## config.mk

```make
export PLATFORM = sky130hd
export DESIGN_NAME = mhd_pair_gen_flat
export DESIGN_NICKNAME = d
export VERILOG_FILES = /design/src/rtl/mhd_pair_gen_if.sv /design/src/rtl/mhd_pair_gen.sv /design/src/flat_wrapper.sv
export SDC_FILE = /design/constraint.sdc
export NUM_CORES = 1
export LEC_CHECK = 0
export ABC_CLOCK_PERIOD_IN_PS = 8000
export BUFFER_PORTS_ARGS = -buffer_cell sky130_fd_sc_hd__clkbuf_2
export CORE_MARGIN = 1
export CORE_UTILIZATION = 25
export CTS_BUF_LIST = sky130_fd_sc_hd__clkbuf_16
export DETAILED_ROUTE_END_ITERATION = 7
export PLACE_DENSITY = 0.54
export SETUP_SLACK_MARGIN = 0.02
export SLEW_MARGIN = 20
export SYNTH_ARGS = -nofsm -noshare
export SYNTH_HDL_FRONTEND = slang
export SYNTH_SLANG_ARGS = --single-unit
export TNS_END_PERCENT = 20
```

## constraint.sdc

```tcl
create_clock -name clk -period 8 [get_ports clk]
set_clock_uncertainty 0.05 [all_clocks]
set_input_delay 0.8 -clock clk [delete_from_list [all_inputs] [get_ports clk]]
set_output_delay 0.8 -clock clk [all_outputs]
set_load 0.02 [all_outputs]
```

## src/rtl/mhd_pair_gen_if.sv

```systemverilog
// Stream/control bundle for mhd_pair_gen.
// master: the generator (drives busy, beat fields, done).
// slave : the consumer/driver side (drives start, a_in, out_ready).
interface mhd_pair_gen_if #(
  parameter int WIDTH = 9
);
  localparam int WW = $clog2(WIDTH + 1);

  logic             start;
  logic [WIDTH-1:0] a_in;
  logic             busy;
  logic             out_valid;
  logic             out_ready;
  logic [WIDTH-1:0] a_out;
  logic [WIDTH-1:0] b_out;
  logic [WW-1:0]    weight_out;
  logic             out_last;
  logic             done;

  modport master (
    input  start, a_in, out_ready,
    output busy, out_valid, a_out, b_out, weight_out, out_last, done
  );

  modport slave (
    output start, a_in, out_ready,
    input  busy, out_valid, a_out, b_out, weight_out, out_last, done
  );
endinterface

```

## src/rtl/mhd_pair_gen.sv

```systemverilog
// mhd_pair_gen: enumerates every b with popcount(a ^ b) <= MHD as a
// valid/ready stream, in ascending order of the error pattern a ^ b.
// One candidate pattern is examined per step; non-qualifying candidates
// leave a bubble on the stream.
// Build option: MHD_GEN_EXACT_EN -- emit only patterns of weight == MHD.
module mhd_pair_gen #(
  parameter int WIDTH = 9,
  parameter int MHD   = 4
) (
  input  logic          clk,
  input  logic          rst_n,
  mhd_pair_gen_if.master bus
);
  localparam int WW = $clog2(WIDTH + 1);
  // Highest qualifying pattern: the top min(MHD,WIDTH) bits set.
  localparam int               M        = (MHD < WIDTH) ? MHD : WIDTH;
  localparam logic [WIDTH-1:0] ONES     = '1;
  localparam logic [WIDTH-1:0] LASTPAT  = ONES << (WIDTH - M);
  // Candidate counter is one bit wider so the final pattern is unambiguous.
  localparam logic [WIDTH:0]   CAND_END = {1'b0, ONES};

  typedef enum logic [1:0] {IDLE, SCAN, DRAIN, DONE} state_t;

  state_t         state, state_nxt;
  logic [WIDTH:0] cand;
  logic [WW-1:0]  cand_pc;
  logic           qual;
  logic           step;
  logic           scan_end;

  function automatic logic [WW-1:0] popcnt(input logic [WIDTH-1:0] v);
    logic [WW-1:0] c;
    c = '0;
    for (int i = 0; i < WIDTH; i++) c = c + WW'(v[i]);
    return c;
  endfunction

  // Candidate weight, qualification and step/end-of-scan strobes.
  always_comb begin
    cand_pc  = popcnt(cand[WIDTH-1:0]);
`ifdef MHD_GEN_EXACT_EN
    qual     = (int'(cand_pc) == MHD);
`else
    qual     = (int'(cand_pc) <= MHD);
`endif
    step     = (state == SCAN) && (!bus.out_valid || bus.out_ready);
    scan_end = (cand == CAND_END);
  end

  // State register.
  always_ff @(posedge clk or negedge rst_n) begin
    if (!rst_n) state <= IDLE;
    else        state <= state_nxt;
  end

  // Next-state logic.
  always_comb begin
    state_nxt = state;
    case (state)
      IDLE:  if (bus.start) state_nxt = SCAN;
      SCAN:  if (step && scan_end) state_nxt = qual ? DRAIN : DONE;
      DRAIN: if (bus.out_ready) state_nxt = DONE;
      DONE:  state_nxt = IDLE;
      default: state_nxt = IDLE;
    endcase
  end

  // Control outputs decoded from state.
  always_comb begin
    bus.busy = (state != IDLE);
    bus.done = (state == DONE);
  end

  // Reference capture, candidate counter and the output beat register.
  always_ff @(posedge clk or negedge rst_n) begin
    if (!rst_n) begin
      bus.a_out      <= '0;
      bus.b_out      <= '0;
      bus.weight_out <= '0;
      bus.out_last   <= 1'b0;
      bus.out_valid  <= 1'b0;
      cand           <= '0;
    end else if (state == IDLE) begin
      if (bus.start) begin
        bus.a_out <= bus.a_in;
        cand      <= '0;
      end
    end else if (step) begin
      cand <= cand + 1'b1;
      if (qual) begin
        bus.out_valid  <= 1'b1;
        bus.b_out      <= bus.a_out ^ cand[WIDTH-1:0];
        bus.weight_out <= cand_pc;
        bus.out_last   <= (cand[WIDTH-1:0] == LASTPAT);
      end else begin
        // Bubble: b_out/weight_out keep stale data, out_last only rides
        // with a valid beat.
        bus.out_valid  <= 1'b0;
        bus.out_last   <= 1'b0;
      end
    end else if (state == DRAIN && bus.out_ready) begin
      bus.out_valid <= 1'b0;
      bus.out_last  <= 1'b0;
    end
  end

  // A stalled beat must not change under the consumer.
  a_stall_hold: assert property (@(posedge clk) disable iff (!rst_n)
    bus.out_valid && !bus.out_ready |=> bus.out_valid && $stable(bus.b_out)
      && $stable(bus.weight_out) && $stable(bus.out_last));

  // out_last never appears without a beat.
  a_last_valid: assert property (@(posedge clk) disable iff (!rst_n)
    bus.out_last |-> bus.out_valid);

  // The stream is empty by the time done pulses.
  a_done_empty: assert property (@(posedge clk) disable iff (!rst_n)
    bus.done |-> !bus.out_valid);
endmodule

```

## src/flat_wrapper.sv

```systemverilog
// flat-port wrapper written by rule: the top's interface ports become plain ports
module mhd_pair_gen_flat 
#(
  parameter int WIDTH = 9,
  parameter int MHD   = 4
)
  (clk, rst_n, bus_start, bus_a_in, bus_out_ready, bus_busy, bus_out_valid, bus_a_out, bus_b_out, bus_weight_out, bus_out_last, bus_done);
  mhd_pair_gen_if #(.WIDTH(WIDTH)) bus_i ();
  input  logic clk;
  input  logic rst_n;
  input wire logic [$bits(bus_i.start)-1:0] bus_start;
  input wire logic [$bits(bus_i.a_in)-1:0] bus_a_in;
  input wire logic [$bits(bus_i.out_ready)-1:0] bus_out_ready;
  output wire logic [$bits(bus_i.busy)-1:0] bus_busy;
  output wire logic [$bits(bus_i.out_valid)-1:0] bus_out_valid;
  output wire logic [$bits(bus_i.a_out)-1:0] bus_a_out;
  output wire logic [$bits(bus_i.b_out)-1:0] bus_b_out;
  output wire logic [$bits(bus_i.weight_out)-1:0] bus_weight_out;
  output wire logic [$bits(bus_i.out_last)-1:0] bus_out_last;
  output wire logic [$bits(bus_i.done)-1:0] bus_done;
  assign bus_i.start = bus_start;
  assign bus_i.a_in = bus_a_in;
  assign bus_i.out_ready = bus_out_ready;
  assign bus_busy = bus_i.busy;
  assign bus_out_valid = bus_i.out_valid;
  assign bus_a_out = bus_i.a_out;
  assign bus_b_out = bus_i.b_out;
  assign bus_weight_out = bus_i.weight_out;
  assign bus_out_last = bus_i.out_last;
  assign bus_done = bus_i.done;
  mhd_pair_gen #(.WIDTH(WIDTH), .MHD(MHD)) u_core (.clk(clk), .rst_n(rst_n), .bus(bus_i));
endmodule
```

==> out/metrics.yaml <==
grt_first_pass_wirelength_um: 6699
synth_nets: 197
pwr-share-seq: 0.297
die_w_um: 91.77
drv_slew: 0
p_sw_frac: 0.3908
first_iter_violations: 52
final_common_cell: "clkbuf_2"
met1Wirelength_um: 2038
worstPathCellList: "inv_1 -> ha_1 -> inv_1 -> fa_1 -> fa_1 -> fa_1 -> inv_1 -> ha_1 -> inv_1 -> fa_1 -> xnor2_1 -> o221ai_2 -> nor2_2 -> mux2_2"
setup_viol: 0
min_path_type: "flop to flop"
gp_congestion: 0.7859
r2r_setup_slack_ns: 3.42
die_h_um: 91.77
portBuffers: 38
grt_pass1_vias: 1326
synthMuxAreaShare: 0.1441
yosys.area_share.simple: 0.09068
reg2reg_from: "u_core.cand[0]"
power_density_nw_per_um2: 369.2
clkTransAtPathRegs_ns: 0.05
clock.fmax_ghz: 0.2182
yosysSeqAreaShare: 0.4472
synth_cell_types: 42
min_period_over_period: 0.5728
vdd_ir_drop_max_mv: 0.1242
min-delay-start: "u_core.cand[9]"
critPathMaxStageDelay_ns: 0.65
route.met3.wl_um: 203
wl_met2_um: 1706
p_comb_frac: 0.498
final_cell_mix: "clkbuf_2, dfrtp_1, inv_1"
firstDrtPassIters: 4
synth_area_leader_cell: "dfrtp_1"
worst_slew_pin_slew_ns: 0.9103
clock_latency_ns: 0.28
critPathLaunch: "u_core.cand[0]"
dp_hpwl_um: 2961
cts.repair.resized: 0
grt_usage: 0.1017
worst-r2r-cell-count: 14
cts.sinks: 36
rsz0062_at_grt: "no"
grt_antenna_before_repair: 0
period_needed_ns: 4.583
p_clk_frac: 0.205
ios: 39
cp.required_ns: 8.11
reg2reg_to: "u_core.bus.b_out[3]"
crit_family: "adder cells"
synth_xor_area_frac: 0.04783
ant_nets: 0
hold_violations: 0
dp_cells: 304
overflow: 0
ctsRootBufferMaster: "clkbuf_16"
n_antenna_cell: 0
avgRoutedWirePerCell_um: 12.71
top_layer_used: "met4"
synth_compound_area_frac: 0.1006
crit_slowest_cell: "nor2_2"
path_class: "flop to flop"
yosysWarnings: 0
synth.top_cell.area_share: 0.4472
arrival_ns: 4.69
final_core_util: 0.3149
area_growth_pct: 21.43
critPathBufInv: 4
vias_per_cell: 4.353
crit_path_start_kind: "flop"
h-tree-depth: 2
status: "finished clean"
synth_area_um2: 2014
power_switching_w: 0.0003529
slew_headroom: 0.3931
fin_cells: 312
finalPower_w: 0.0009032
synth_fa_ha_area_frac: 0.1180
cts_buffers: 5
syn_inst: 168
cts_tree: "done"
clockBufferDepth: 2
drc: 0
min_path_cells: 1
holdBufCountCts: 0
coreArea_um2: 7767
path_max_fanout: 13
cts_setup_buffers: 0
synth-seq-cells: 36
critPathCaptureType: "flop"
vias: 1358
synth.area.top_cells: "dfrtp_1, ha_1, mux2_2"
routed_wl_um: 3964
p_leak_nw: 1.279
synth.avg_cell_area_um2: 11.99
holdPathEnd: "u_core.cand[9]"
grt_max_degree: 37
drive_gt1_frac: 0.3381
nNetsFinal: 238
fin_tns_setup_ns: 0
intPower_w: 0.0005502
maxCapViolCount: 0
rows: 32
synth_top_family_by_area: "multiplexers"
die_area_um2: 8421
initial_utilization: 0.2593
[synth_stat cells (all sizes together)]
cell and n:
nor2 2, and2 2, o41ai 2, o311ai 1
nor2b 4, buf 3, xnor2 2, mux2i 5
xor2 9, a21oi 4, fa 5, mux2 19
nor4 1, o211ai 1, and3 1, nand4b 1
nand3 7, inv 21, nand4 1, ha 11
a311oi 1, or3 1, nand2b 3, a31o 2
o41a 1, o21ai 5, nor3 2, o221ai 1
a21o 1, a211oi 1, clkbuf 1, a31oi 1
o31ai 3, and2b 1, a22o 1, nand2 5
dfrtp 36
[power by group through the flow]
stage               clock [W]  sequential [W]  combinational [W]
global placement            0        0.000273           0.000446
floorplan                   0        0.000286           0.000355
detailed placement          0        0.000272           0.000460
CTS                  0.000191        0.000269           0.000459
finish               0.000185        0.000268           0.000450
global route         0.000198        0.000276           0.000510
[through the flow]
stage                     hold WS, ns  area [um^2]  setup WS, ns
after floorplan                0.3969         2014         3.981
after global placement         0.4433         2307         3.480
after detailed placement       0.4495         2307         3.312
after CTS                      0.4608         2446         3.359
after global routing           0.4791         2446         3.110
final                          0.4584         2446         3.417
[layer usage]
| layer | vias to the layer above | global-route usage |
|---|---|---|
| li1 | 662 | - |
| met1 | 652 | 0.1516 |
| met2 | 41 | 0.1422 |
| met3 | 3 | 0.02902 |
| met4 | 0 | 0.02734 |
| met5 | - | 0 |
[how the worst max path moves through the flow]
| stage | endpoint | slack (ns) | cells past startpoint |
|---|---|---|---|
| floorplan | u_core.bus.b_out[0] | 3.98 | 15 |
| global placement | u_core.bus.b_out[4] | 3.48 | 14 |
| detailed placement | u_core.bus.b_out[3] | 3.31 | 14 |
| CTS | u_core.bus.b_out[3] | 3.36 | 14 |
| global route | u_core.bus.b_out[8] | 3.11 | 14 |
| finish | u_core.bus.b_out[3] | 3.42 | 14 |
[sequential cells by signal (all words and copies together) (netlist names)]
name and cells:
u_core.cand 10, u_core.bus.out_last 1, u_core.state 2, u_core.bus.weight_out 4
u_core.bus.out_valid 1, u_core.bus.b_out 9, u_core.bus.a_out 9
[area by class of cell]
type,instances,area (um^2)
Inverter,21,78.83
Fill cell,821,5321
Multi-Input combinational cell,107,1010
Timing Repair Buffer,38,190.2
Sequential cell,36,900.9
Tap cell,102,127.6
Clock inverter,3,13.76
Clock buffer,5,125.1
[cells by family after synthesis]
logic type | count (synthesis)
multiplexers | 24
buffers and inverters | 25
XOR/XNOR | 11
flip-flops | 36
AO/OA/AOI/OAI | 25
AND/OR/NAND/NOR | 31
adder cells (fa/ha/maj) | 16
Power figures use the tool's default switching activity.
